## config.mk

```make
export PLATFORM = sky130hd
export DESIGN_NAME = dispatch_sched_ctrl
export DESIGN_NICKNAME = d
export VERILOG_FILES = /design/src/rtl/dispatch_sched_ctrl.sv
export SDC_FILE = /design/constraint.sdc
export NUM_CORES = 1
export LEC_CHECK = 0
export CORE_MARGIN = 2
export CORE_UTILIZATION = 25
export DETAILED_ROUTE_END_ITERATION = 10
export MAX_ROUTING_LAYER = met4
export PLACE_DENSITY = 0.5
export SYNTH_ARGS = -nofsm -noshare
export SYNTH_HDL_FRONTEND = slang
export SYNTH_SLANG_ARGS = --single-unit
```

## constraint.sdc

```tcl
create_clock -name clk_i -period 4.2 [get_ports clk_i]
set_input_delay 0.84 -clock clk_i [delete_from_list [all_inputs] [get_ports clk_i]]
set_output_delay 0.84 -clock clk_i [all_outputs]
set_load 0.005 [all_outputs]
```

## src/rtl/dispatch_sched_ctrl.sv

```systemverilog
// rtl/dispatch_sched_ctrl.sv - two-slot in-order dispatch scheduler with serialization FSM
//
// Purpose: decides each cycle which of the two oldest decoded instructions
// (slot 0 older, slot 1 younger) leave dispatch, based on issue-queue space,
// ROB free entries and a NORM/DRAIN/WAITC serialization state machine.
//
// Ports:
//   clk_i, arst_i            clock, asynchronous active-high reset
//   flush_i                  synchronous pipeline flush (blocks all fires)
//   slotN_valid/dest/serial  slot N instruction, destination queue, serializing flag
//   slotN_ready_o            slot N accepted this cycle
//   dest_ready1_i/2_i        per-queue >=1 / >=2 free entries
//   enq0_o, enq1_o           one-hot enqueue strobes for slot 0 / slot 1
//   rob_free_i, rob_empty_i  ROB free count / ROB empty
//   rob_alloc_o              ROB entries allocated this cycle (0..2)
//   serial_commit_i          outstanding serializing instruction committed
//   busy_o                   serialization in progress (DRAIN or WAITC)
//   stall_cnt_o              cycles with slot 0 valid but not firing
module dispatch_sched_ctrl #(
  parameter int DEST_NUM = 4,
  parameter int ROBF_W   = 6,
  localparam int DW      = (DEST_NUM > 1) ? $clog2(DEST_NUM) : 1
) (
  input  logic                clk_i,
  input  logic                arst_i,
  input  logic                flush_i,
  input  logic                slot0_valid_i,
  input  logic                slot1_valid_i,
  input  logic [DW-1:0]       slot0_dest_i,
  input  logic [DW-1:0]       slot1_dest_i,
  input  logic                slot0_serial_i,
  input  logic                slot1_serial_i,
  output logic                slot0_ready_o,
  output logic                slot1_ready_o,
  input  logic [DEST_NUM-1:0] dest_ready1_i,
  input  logic [DEST_NUM-1:0] dest_ready2_i,
  output logic [DEST_NUM-1:0] enq0_o,
  output logic [DEST_NUM-1:0] enq1_o,
  input  logic [ROBF_W-1:0]   rob_free_i,
  input  logic                rob_empty_i,
  output logic [1:0]          rob_alloc_o,
  input  logic                serial_commit_i,
  output logic                busy_o,
  output logic [31:0]         stall_cnt_o
);

  typedef enum logic [1:0] {
    ST_NORM  = 2'd0,
    ST_DRAIN = 2'd1,
    ST_WAITC = 2'd2
  } state_t;

  state_t state_q, state_d;
  logic   fire0, fire1;
  logic   q0_space, q1_space;
  logic   rob_ge1, rob_ge2;

  assign rob_ge1 = (rob_free_i != '0);
  assign rob_ge2 = (rob_free_i > ROBF_W'(1));

  // Slot 1 targeting the same queue as slot 0 needs two free entries there.
  assign q0_space = dest_ready1_i[slot0_dest_i];
  assign q1_space = (slot1_dest_i == slot0_dest_i) ? dest_ready2_i[slot1_dest_i]
                                                   : dest_ready1_i[slot1_dest_i];

  always_comb begin
    fire0   = 1'b0;
    fire1   = 1'b0;
    state_d = state_q;
    case (state_q)
      ST_NORM: begin
        fire0 = slot0_valid_i & ~slot0_serial_i & q0_space & rob_ge1 & ~flush_i;
        // A serializing slot-1 instruction waits until it rotates into slot 0.
        fire1 = fire0 & slot1_valid_i & ~slot1_serial_i & rob_ge2 & q1_space;
        if (slot0_valid_i & slot0_serial_i) state_d = ST_DRAIN;
      end
      ST_DRAIN: begin
        fire0 = slot0_valid_i & rob_empty_i & q0_space & ~flush_i;
        if (fire0) state_d = ST_WAITC;
      end
      ST_WAITC: begin
        if (serial_commit_i) state_d = ST_NORM;
      end
      default: state_d = ST_NORM;
    endcase
    if (flush_i) state_d = ST_NORM;
  end

  always_ff @(posedge clk_i or posedge arst_i) begin
    if (arst_i) begin
      state_q <= ST_NORM;
    end else begin
      state_q <= state_d;
    end
  end

  // Not cleared by flush: this is a performance counter, not pipeline state.
  always_ff @(posedge clk_i or posedge arst_i) begin
    if (arst_i) begin
      stall_cnt_o <= '0;
    end else if (slot0_valid_i & ~fire0 & ~flush_i) begin
      stall_cnt_o <= stall_cnt_o + 32'd1;
    end
  end

  assign slot0_ready_o = fire0;
  assign slot1_ready_o = fire1;
  assign enq0_o        = fire0 ? (DEST_NUM'(1) << slot0_dest_i) : '0;
  assign enq1_o        = fire1 ? (DEST_NUM'(1) << slot1_dest_i) : '0;
  assign rob_alloc_o   = {1'b0, fire0} + {1'b0, fire1};
  assign busy_o        = (state_q != ST_NORM);

endmodule

```

==> metrics.txt <==
Unique masters post-synth 35; CP max-delay cell clkdlybuf4s50_1; DP Area 2720 um^2; Non-Filler Instances 359; post-cts sizing count 0; setup TNS 0 ns; Syn Inst Count 178; worst path cell trace clkdlybuf4s50_1, mux4_2, a21bo_1, a211oi_1, buf_4, ha_1, clkdlybuf4s50_1; Final nets 288; pre-CTS setup slack 0.197 ns; RSZ-0062 raised after global routing no; initial drt markers 41; postcts setup bufs 0; Worst Path Arrival 3.16 ns; top cell type's share of synthesized area 45.6%; Total Wirelength 4600 um; HPWL after DPL 3480 um; final period utilization 95.3%; first-pass GRT wire length 8090 um; number of nets with antenna violations after routing 0; CTS Buf Count 5; root buffer cell clkbuf_8; All-Layer GR Usage 12.3%; Core Rows 31; min cycle time layout 4.00 ns; die width 90.4 um; largest net degree at the start of global routing 35; clk slew on worst S/H paths 0.07 ns; sequential element share of the synthesized area 45.6%; launch point of the worst reg-to-reg path stall_cnt_o[15]; latest clock arrival within the worst-skew pair 0.29 ns; Ports 72; Net Count, Synth 207; static leakage 1.12 nW; routability cong. 0.728; placed insts 351; worst reg-to-reg setup slack 2.12 ns; initial antenna violation count 0; CP dominant cell by count clkdlybuf4s50_1; die area 8160 um^2; hold buffer count at cts 0; skew final 0.00741 ns; r2r endpoint stall_cnt_o[29]; Slew Limit Headroom 55.1%; synthesized flop and latch total 34; final hold violations 0; drt first pass iters 4; Antenna Cells 0; CP Class in2out; critical path required time 3.36 ns; DR WL/cell 12.8 um; area growth from synthesis to layout 50.8%; Yosys top cell by area dfrtp_1; syn avg cell area 10.5 um^2; fin worst setup slack 0.196 ns; largest cells by area after synthesis dfrtp_1, xnor2_1, nand4_1, nand3_1, mux4_2; number of port buffers 71; synthesized cell area 1860 um^2; clock sink count 34; number of global-route vias before repair 1650; Initial Utilization 25.7%; crit-path max FO 7; worst hold slack 0.474 ns; Crit. End Element output port; Max Root-Sink Buffers 2; Vias per Instance 4.39; gr ovfl total 0; status complete, no violations; Core Area 7250 um^2; vias 1576; Final Max Tran Viols 0; Max VDD drop 0.126 mV; # setup viols final 0; Startpoint Class input pin; CTS tree done; share of layout cells above drive strength 1 9.62%; PD cells 298 nW/um^2; Fmax 0.250 GHz; CP startpoint slot1_dest_i[0]; Clock H-tree levels 2; Hold Path Class reg2reg; FF-to-FF path depth 5; max_cap viols 0; DIE HEIGHT 90.4 um; Critical path destination rob_alloc_o[0]; slowest stage delay, CP 0.64 ns; worst slew pin tran 0.671 ns; drt drc 0; Ys Warns 0; cell area after layout 2810 um^2
==> cells in the mapped netlist <==
cell type and n:
or4b_1 1, nor3_1 7, xnor2_1 29, dfrtp_1 34
buf_2 1, and3b_1 1, mux4_2 3, mux2_1 1
mux2i_1 1, and2_1 2, nand2_1 13, o21bai_4 1
nor4_1 2, inv_1 5, and4_1 1, nand4_1 19
o31a_4 1, clkbuf_1 1, nand2b_1 1, o2111ai_1 1
a21oi_1 1, or4_4 1, nor3b_1 1, a211oi_1 1
ha_1 2, or2_1 1, nor2_1 13, buf_6 2
inv_2 1, a21bo_1 1, o31ai_4 1, and3_1 7
nand3_1 14, or2_2 3, xor2_1 4
==> worst max-delay path: cells and delay by family <==
kind / cells / cell delay, ns
buf+inv: 3 / 1.29
fa+ha+maj: 1 / 0.26
compound gates: 2 / 0.24
mux: 1 / 0.53
==> registers in the layout (all words and copies together), names as in the netlist <==
name,flops
state_q,2
stall_cnt_o,32
==> layout by cell type, fill, tap and decap left out, types with 3 or more instances in the layout <==
cell / netlist / layout
nor3_1: 7 / 7
dfrtp_1: 34 / 34
nand4_1: 19 / 19
mux4_2: 3 / 3
and3_1: 7 / 7
buf_4: 0 / 7
xnor2_1: 29 / 29
xor2_1: 4 / 4
nand2_1: 13 / 13
nor2_1: 13 / 13
nand3_1: 14 / 14
or2_2: 3 / 3
clkbuf_8: 0 / 6
clkdlybuf4s50_1: 0 / 71
inv_1: 5 / 5
==> layout make-up <==
| cell class | count | area, um^2 |
|---|---|---|
| Clock buffer | 7 | 86.3 |
| Inverter | 6 | 22.5 |
| Tap cell | 99 | 124 |
| Multi-Input combinational cell | 134 | 960 |
| Fill cell | 728 | 4440 |
| Clock inverter | 1 | 5.00 |
| Sequential cell | 34 | 851 |
| Timing Repair Buffer | 78 | 763 |
==> cell families (layout without fill, tap and decap cells) <==
logic type	after synthesis	count (layout)	synth area share, %
AOI/OAI and AO/OA	7	7	4.77
xor gates and xnor gates	33	33	15.5
adders and majority gates	2	2	1.34
buffers and inverters	10	92	2.89
DFF	34	34	45.6
muxes	5	5	4.76
and+or+nand+nor	87	87	25.1
==> how the worst min path moves through the flow <==
stage | from | endpoint | slack, ns | depth (start not counted)
6_report | stall_cnt_o[31] | stall_cnt_o[31] | 0.47 | 1
5_1_grt | stall_cnt_o[31] | stall_cnt_o[31] | 0.49 | 1
4_1_cts | stall_cnt_o[31] | stall_cnt_o[31] | 0.48 | 1
3_5_place_dp | stall_cnt_o[31] | stall_cnt_o[31] | 0.47 | 1
3_3_place_gp | stall_cnt_o[31] | stall_cnt_o[31] | 0.47 | 1
2_1_floorplan | stall_cnt_o[31] | stall_cnt_o[31] | 0.47 | 1
==> metal layers <==
metal / routed length, um / global-route usage [%] / part of all wire (%) / vias to the layer above
met1: 2230 / 15.9 / 48 / 747
li1: - / - / - / 797
met3: 141 / 2.84 / 3.1 / 3
met2: 2200 / 19.6 / 48 / 29
met4: 25 / 3.21 / 0.54 / 0
met5: 0 / - / 0 / -
==> through the flow <==
| stage | util, % | total power, mW |
|---|---|---|
| 2_1_floorplan | - | 0.485 |
| 3_3_place_gp | 37.5 | 0.595 |
| 3_5_place_dp | 37.5 | 0.597 |
| 4_1_cts | 38.8 | 0.851 |
| 5_1_grt | 38.8 | 0.891 |
| 6_report | 38.8 | 0.838 |
==> power breakdown <==
group	internal (mW)	switching [mW]	total, mW
combinational	0.117	0.0672	0.184
clock	0.132	0.118	0.251
sequential	0.357	0.0462	0.403
(Power assumes the default switching activity.)
